--- src/rtl/audio_tone_sequencer.sv ---
// Queued tone sequencer: tone requests go through a small FIFO and play back-to-back as square
// waves with a silent gap after each note. The sample feeds a one-bit-delayed I2S mono DAC stream.
module audio_tone_sequencer #(
  parameter int DIV_W      = 22,
  parameter int DUR_W      = 29,
  parameter int FIFO_DEPTH = 4,
  parameter int GAP_CYCLES = 1_000_000,
  parameter int SAMPLE_W   = 16,
  parameter int LRCK_LOG2  = 9
) (
  input  logic                clk,
  input  logic                rst_n,
  input  logic                req_valid,
  output logic                req_ready,
  input  logic [DIV_W-1:0]    req_div,
  input  logic [DUR_W-1:0]    req_dur,
  input  logic [2:0]          req_vol,
  input  logic                flush,
  output logic                busy,
  output logic                note_done,
  output logic [SAMPLE_W-1:0] sample_out,
  output logic                audio_mclk,
  output logic                audio_lrck,
  output logic                audio_sck,
  output logic                audio_sdin
);

  localparam int PTR_W  = $clog2(FIFO_DEPTH);
  localparam int CNT_W  = PTR_W + 1;
  localparam int GAP_W  = (GAP_CYCLES > 1) ? $clog2(GAP_CYCLES) : 1;
  localparam int SLOT_W = LRCK_LOG2 - 4;
  localparam int IDX_W  = $clog2(SAMPLE_W);
  localparam logic [GAP_W-1:0]     GAP_LAST = (GAP_CYCLES > 0) ? GAP_W'(GAP_CYCLES - 1) : '0;
  localparam logic [SAMPLE_W-1:0]  AMP_MAX  = {2'b01, {(SAMPLE_W-2){1'b0}}};
  localparam logic [LRCK_LOG2-1:0] LATCH_AT = {1'b0, {(LRCK_LOG2-1){1'b1}}};

  typedef struct packed {
    logic [DIV_W-1:0] div;
    logic [DUR_W-1:0] dur;
    logic [2:0]       vol;
  } tone_req_t;

  typedef enum logic [1:0] {IDLE, TONE, GAP} state_t;

  tone_req_t          fifo_mem [FIFO_DEPTH];
  logic [PTR_W-1:0]   wr_ptr, rd_ptr;
  logic [CNT_W-1:0]   count;
  logic               push, pop;

  state_t             state, state_nxt;
  tone_req_t          cur, cur_nxt;
  logic [DUR_W-1:0]   tone_cnt, tone_nxt, dur_last;
  logic [DIV_W-1:0]   phase_cnt, phase_nxt;
  logic               wave_lvl, wave_nxt;
  logic [GAP_W-1:0]   gap_cnt, gap_nxt;
  logic               done_nxt;
  logic [SAMPLE_W-1:0] amp, sample_nxt;

  logic [LRCK_LOG2-1:0] sc;
  logic [SAMPLE_W-1:0]  word;
  logic [SLOT_W-1:0]    slot;
  logic [IDX_W-1:0]     bit_idx;

  // ready comes from the registered count only: a full FIFO stays not-ready during a pop
  assign req_ready = (count < CNT_W'(FIFO_DEPTH)) & ~flush;
  assign push      = req_valid & req_ready;
  assign busy      = (state != IDLE) | (count != '0);
  assign dur_last  = (cur.dur == '0) ? '0 : cur.dur - DUR_W'(1);

  always_ff @(posedge clk or negedge rst_n) begin
    if (!rst_n) begin
      wr_ptr <= '0;
      rd_ptr <= '0;
      count  <= '0;
    end else if (flush) begin
      wr_ptr <= '0;
      rd_ptr <= '0;
      count  <= '0;
    end else begin
      if (push) wr_ptr <= wr_ptr + PTR_W'(1);
      if (pop)  rd_ptr <= rd_ptr + PTR_W'(1);
      case ({push, pop})
        2'b10:   count <= count + CNT_W'(1);
        2'b01:   count <= count - CNT_W'(1);
        default: ;
      endcase
    end
  end

  always_ff @(posedge clk) begin
    if (push) fifo_mem[wr_ptr] <= {req_div, req_dur, req_vol};
  end

  always_comb begin
    state_nxt = state;
    cur_nxt   = cur;
    tone_nxt  = tone_cnt;
    phase_nxt = phase_cnt;
    wave_nxt  = wave_lvl;
    gap_nxt   = gap_cnt;
    done_nxt  = 1'b0;
    pop       = 1'b0;
    if (flush) begin
      state_nxt = IDLE;
      tone_nxt  = '0;
      phase_nxt = '0;
      wave_nxt  = 1'b0;
      gap_nxt   = '0;
    end else begin
      case (state)
        IDLE: begin
          if (count != '0) begin
            pop       = 1'b1;
            cur_nxt   = fifo_mem[rd_ptr];
            tone_nxt  = '0;
            phase_nxt = '0;
            wave_nxt  = 1'b0;
            state_nxt = TONE;
          end
        end
        TONE: begin
          tone_nxt = tone_cnt + DUR_W'(1);
          if (phase_cnt == cur.div) begin
            phase_nxt = '0;
            wave_nxt  = ~wave_lvl;
          end else begin
            phase_nxt = phase_cnt + DIV_W'(1);
          end
          if (tone_cnt == dur_last) begin
            done_nxt  = 1'b1;
            tone_nxt  = '0;
            gap_nxt   = '0;
            state_nxt = (GAP_CYCLES == 0) ? IDLE : GAP;
          end
        end
        GAP: begin
          if (gap_cnt == GAP_LAST) begin
            gap_nxt   = '0;
            state_nxt = IDLE;
          end else begin
            gap_nxt = gap_cnt + GAP_W'(1);
          end
        end
        default: state_nxt = IDLE;
      endcase
    end
  end

  // sample is built from next-cycle values so the register lines up with the FSM state
  always_comb begin
    amp        = AMP_MAX >> (3'd7 - cur_nxt.vol);
    sample_nxt = '0;
    if (state_nxt == TONE && cur_nxt.vol != 3'd0 && cur_nxt.div != '0)
      sample_nxt = wave_nxt ? amp : SAMPLE_W'(0) - amp;
  end

  always_ff @(posedge clk or negedge rst_n) begin
    if (!rst_n) begin
      state      <= IDLE;
      cur        <= '0;
      tone_cnt   <= '0;
      phase_cnt  <= '0;
      wave_lvl   <= 1'b0;
      gap_cnt    <= '0;
      note_done  <= 1'b0;
      sample_out <= '0;
    end else begin
      state      <= state_nxt;
      cur        <= cur_nxt;
      tone_cnt   <= tone_nxt;
      phase_cnt  <= phase_nxt;
      wave_lvl   <= wave_nxt;
      gap_cnt    <= gap_nxt;
      note_done  <= done_nxt;
      sample_out <= sample_nxt;
    end
  end

  always_ff @(posedge clk or negedge rst_n) begin
    if (!rst_n) begin
      sc   <= '0;
      word <= '0;
    end else begin
      sc <= sc + LRCK_LOG2'(1);
      if (sc == LATCH_AT) word <= sample_out;
    end
  end

  assign audio_mclk = sc[1];
  assign audio_lrck = sc[LRCK_LOG2-1];
  assign audio_sck  = 1'b1;
  assign slot       = sc[LRCK_LOG2-1:4];

  // 2*SAMPLE_W slots per frame, so both SAMPLE_W-slot and 2*SAMPLE_W-slot reduce to -slot mod SAMPLE_W
  assign bit_idx    = IDX_W'(SLOT_W'(0) - slot);
  assign audio_sdin = (slot == '0) ? word[0] : word[bit_idx];

endmodule

--- config.mk ---
export PLATFORM = sky130hd
export DESIGN_NAME = audio_tone_sequencer
export DESIGN_NICKNAME = d
export VERILOG_FILES = /design/src/rtl/audio_tone_sequencer.sv
export SDC_FILE = /design/constraint.sdc
export NUM_CORES = 1
export LEC_CHECK = 0
export ABC_AREA = 1
export ABC_CLOCK_PERIOD_IN_PS = 4800
export BUFFER_PORTS_ARGS = -buffer_cell sky130_fd_sc_hd__buf_2
export CORE_UTILIZATION = 45
export DETAILED_ROUTE_END_ITERATION = 8
export SLEW_MARGIN = 20
export SYNTH_ARGS = -nofsm -noshare
export SYNTH_HDL_FRONTEND = slang
export SYNTH_SLANG_ARGS = --single-unit
--- constraint.sdc ---
create_clock -name clk -period 4.8 [get_ports clk]
set_input_delay 0.24 -clock clk [delete_from_list [all_inputs] [get_ports clk]]
set_output_delay 0.24 -clock clk [all_outputs]
set_load 0.02 [all_outputs]
==> implementation parameters <==
Parameter                              Value

Global route
  All-layer global routing usage ... 21.6%
  Total congestion overflow after global routing ... 0
  Largest net degree at the start of global routing ... 75
  Antenna violations before repair ... 0
  First-pass GRT wire length ... 69300 um
  Vias in the first global route ... 13100

Logic synthesis
  #FFs+latches synth ... 379
  Dominant register cell in the synthesized netlist ... sky130_fd_sc_hd__edfxtp_1
  Distinct cell type count after synthesis ... 48
  Post-Syn Instances ... 1897
  Post-Syn Area ... 17700 um2
  Average size of a mapped cell ... 9.32 um2
  Async set-or-reset flop fraction in the synthesized netlist ... 43.0%
  Fraction of the yosys area taken by sequential cells ... 59.8%
  Number of enable flip-flop cells after synthesis ... 216
  Synthesis warning total ... 0

STA
  Headroom to the max-slew limit ... 34.8%
  Count of endpoints failing setup in the final report ... 0
  Highest attainable clock frequency ... 283 MHz
  Measured slew at the worst slew-check pin ... 975 ps
  Final worst path period need ... 3530 ps
  Worst Clk Skew ... 22.9 ps
  Setup repair after global routing missed its margin ... no
  Total negative slack ... 0 ps
  Final Max Slew Viols ... 0
  Final count of hold timing violations ... 0
  Final critical-path share of the clock period ... 73.6%

Setup path
  Largest incremental delay on the critical path ... 780 ps
  Type of the worst setup path ... flip-flop to flip-flop
  Worst EP arrival ... 3980 ps
  Most Frequent Cell on Critical Path ... sky130_fd_sc_hd__nand2_1
  Required time worst endpoint ... 5250 ps
  Family with the most delay on the worst path ... simple AND/OR/NAND/NOR gates
  Worst-path cell with the longest stage delay ... sky130_fd_sc_hd__nand4_1
  Endpoint class of the critical path ... flip-flop
  Total number of cells along the worst setup path ... 17
  Worst-path cell chain ... inv_1 -> ha_1 -> nand2_2 -> nor2_4 -> nand2_1 -> inv_2 -> nand2_2 -> nand2_1 -> nand2_1 -> nand2_1 -> inv_1 -> nor2_1 -> nand4_1 -> nor2_1 -> nand4_1 -> nand3_1 -> nand2_1
  Largest driver fanout on the critical path ... 30
  Startpoint of the worst register-to-register path ... cur[3]$_DFFE_PN0P_
  Endpoint of the most critical setup path ... gap_cnt[11]$_DFFE_PN0P_
  Endpoint of the most critical register-to-register path ... gap_cnt[11]$_DFFE_PN0P_
  Logic depth of the worst register-to-register path ... 17
  Worst reg2reg setup slack ... 1270 ps
  Worst setup startpoint ... cur[3]$_DFFE_PN0P_
  Count of buffer and inverter cells on the critical path ... 3
  CP Launch Type ... flip-flop

Power
  Switching share of power ... 36.5%
  Proportion of power drawn by combinational gates ... 30.4%
  Flop pwr share ... 39.0%
  Leakage dissipation ... 8.40 nW
  P_int ... 6.72 mW
  Peak ir drop on the vdd network ... 0.000384 V
  Clk pwr share ... 30.6%
  Power per cell area ... 515 nW/um2
  Net switching power ... 3.87 mW

Drt
  Initial DRC count ... 888
  DRC violations left ... 0
  DR pass1 iterations ... 6
  Average wire per standard cell ... 16.5 um
  Post-Route WL ... 42500 um
  Number of nets still failing antenna checks after routing ... 0
  Vias per cell ... 5.20
  Vias after detailed routing ... 13400

Floorplan
  Die height ... 200 um
  Area of the core region ... 38700 um2
  Total die area ... 40100 um2
  Width of the die ... 200 um
  Top-level port count ... 81
  Initial Util ... 45.6%
  Rows ... 72

Placed design
  Last weighted congestion value of the routability-driven placer ... 0.933
  Estimated wirelength of the detail-placed design ... 29400 um
  Number of cells after detailed placement ... 2446
  Number of input and output port buffers inserted ... 72

Cells and area
  Leading cell types in the layout, fill and taps excluded ... sky130_fd_sc_hd__nand2_1 (347), sky130_fd_sc_hd__nor2_1 (290), sky130_fd_sc_hd__edfxtp_1 (216)
  Number of fill cells ... 3532
  Number of non-filler instances in the completed layout ... 2578
  Growth of design area from synthesis to finish ... 16.3%
  Number of antenna diodes ... 0
  Most common library cell in the layout ignoring fill and taps ... sky130_fd_sc_hd__nand2_1
  Layout net count ... 2099
  Fraction of final layout cells sized beyond drive strength 1 ... 9.85%

Clock tree
  Clock latency at the later pin of the worst-skew pair ... 580 ps
  CTS Buf Count ... 42
  Clock sink count ... 379
  Root buffer selected by CTS ... sky130_fd_sc_hd__clkbuf_16
  CTS Buffer Depth ... 3
  Clock-pin slew on the worst setup and hold paths ... 60 ps
  CTS resizes ... 0
  TritonCTS clock tree ... built
  # H-tree levels ... 2

Status
  Status ... finished, final reports clean

Job
  Max_cap viols ... 0

Hold path
  Hold Path Class ... input pin to async pin
==> logic make-up (layout without fill, tap and decap cells) <==
kind of cell | after synthesis | count (layout) | synth area share (%)
other | 2 | 9 | 0.0425
XOR/XNOR | 49 | 49 | 2.43
adder cells (fa/ha/maj) | 13 | 13 | 0.962
AO/OA/AOI/OAI | 305 | 305 | 9.31
buffers and inverters | 275 | 431 | 6.22
multiplexers | 4 | 4 | 0.255
AND/OR/NAND/NOR | 870 | 870 | 21.0
flip-flops | 379 | 379 | 59.8
==> through the flow <==
| stage | worst slack [ps] | utilization (%) | cell area, um2 | hold WS (ps) | total power [mW] |
|---|---|---|---|---|---|
| floorplan | 1120 | - | 17700 | -55.6 | 6.35 |
| global placement | 1380 | 48.0 | 18600 | 308 | 7.33 |
| CTS | 1240 | 53.1 | 20600 | 270 | 10.7 |
| detailed placement | 1250 | 48.0 | 18600 | 301 | 7.36 |
| finish | 1270 | 53.1 | 20600 | 246 | 10.6 |
| global route | 777 | 53.1 | 20600 | 309 | 11.3 |
==> registers in the layout, indices dropped and copies added (netlist names) <==
signal,cells
sample_out,9
gap_cnt,20
note_done,1
wave_lvl,1
word,9
state,2
count,3
tone_cnt,29
wr_ptr,2
fifo_mem,216
phase_cnt,22
rd_ptr,2
cur,54
sc,9
==> Yosys cell counts, types with 2 or more instances <==
cell type / instances / area (um2)
sky130_fd_sc_hd__or2_2: 11 / 68.8
sky130_fd_sc_hd__nor2_4: 2 / 22.5
sky130_fd_sc_hd__buf_6: 4 / 45.0
sky130_fd_sc_hd__nor4_1: 11 / 68.8
sky130_fd_sc_hd__buf_1: 4 / 15.0
sky130_fd_sc_hd__nor3_1: 25 / 125
sky130_fd_sc_hd__inv_2: 4 / 15.0
sky130_fd_sc_hd__nor2_1: 294 / 1100
sky130_fd_sc_hd__nand3b_1: 4 / 30.0
sky130_fd_sc_hd__conb_1: 2 / 7.51
sky130_fd_sc_hd__o21ai_0: 191 / 956
sky130_fd_sc_hd__nand2_1: 347 / 1300
sky130_fd_sc_hd__mux2_2: 4 / 45.0
sky130_fd_sc_hd__clkbuf_1: 48 / 180
sky130_fd_sc_hd__nor3b_1: 3 / 22.5
sky130_fd_sc_hd__xor2_1: 44 / 385
sky130_fd_sc_hd__o211ai_1: 2 / 15.0
sky130_fd_sc_hd__o21ai_1: 5 / 25.0
sky130_fd_sc_hd__o22ai_1: 61 / 382
sky130_fd_sc_hd__nor2_2: 14 / 87.6
sky130_fd_sc_hd__nand3_1: 103 / 515
sky130_fd_sc_hd__clkinv_1: 2 / 7.51
sky130_fd_sc_hd__nand2_4: 2 / 22.5
sky130_fd_sc_hd__dfrtp_1: 163 / 4080
sky130_fd_sc_hd__a21oi_1: 32 / 160
sky130_fd_sc_hd__buf_2: 5 / 25.0
sky130_fd_sc_hd__nand4_1: 49 / 307
sky130_fd_sc_hd__a31oi_1: 3 / 18.8
sky130_fd_sc_hd__edfxtp_1: 216 / 6490
sky130_fd_sc_hd__xnor2_1: 5 / 43.8
sky130_fd_sc_hd__nand2_2: 3 / 18.8
sky130_fd_sc_hd__ha_1: 12 / 150
sky130_fd_sc_hd__buf_4: 8 / 60.1
sky130_fd_sc_hd__inv_1: 199 / 747
sky130_fd_sc_hd__a211oi_1: 2 / 15.0
==> worst min-delay path by stage <==
| stage | slack, ps | startpoint | cells after the start | to |
|---|---|---|---|---|
| after floorplan | -60 | rst_n | 0 | count[0]$_DFFE_PN0P_ |
| after global placement | 310 | rst_n | 1 | sc[6]$_DFF_PN0_ |
| after detailed placement | 300 | rst_n | 1 | sc[6]$_DFF_PN0_ |
| after CTS | 270 | rst_n | 2 | cur[45]$_DFF_PN0_ |
| after global routing | 310 | rst_n | 2 | sc[7]$_DFF_PN0_ |
| final | 250 | rst_n | 2 | sc[7]$_DFF_PN0_ |
==> final cells by class <==
type / instances / area (um2) / share of cell area, %
Inverter: 206 / 774 / 3.77
Tap cell: 518 / 648 / 3.15
Clock buffer: 58 / 1190 / 5.80
Timing Repair Buffer: 149 / 1080 / 5.28
Sequential cell: 379 / 10600 / 51.4
Clock inverter: 18 / 216 / 1.05
Multi-Input combinational cell: 1250 / 6070 / 29.5
==> power groups by stage <==
stage | Sequential (mW) | Clock, mW | Combinational, mW
CTS | 4.13 | 3.30 | 3.23
finish | 4.13 | 3.24 | 3.22
global route | 4.18 | 3.44 | 3.67
global placement | 4.19 | 0 | 3.14
detailed placement | 4.20 | 0 | 3.17
floorplan | 4.15 | 0 | 2.20
==> per-layer routing <==
| layer | wire [um] | GRT usage [%] | share of wire (%) |
|---|---|---|---|
| met1 | 20500 | 31.1 | 48 |
| met5 | 0 | 0 | 0 |
| met4 | 1230 | 7.72 | 2.9 |
| met2 | 18400 | 32.6 | 43 |
| met3 | 2360 | 4.08 | 5.6 |
==> what timing repair did <==
| action | 4_1_cts | 5_1_grt |
|---|---|---|
| buffers inserted | 0 | 0 |
| hold buffers | 56 | 0 |
| hold endpoints to repair | 289 | 0 |
No activity file was read; power rests on OpenSTA's default activity.
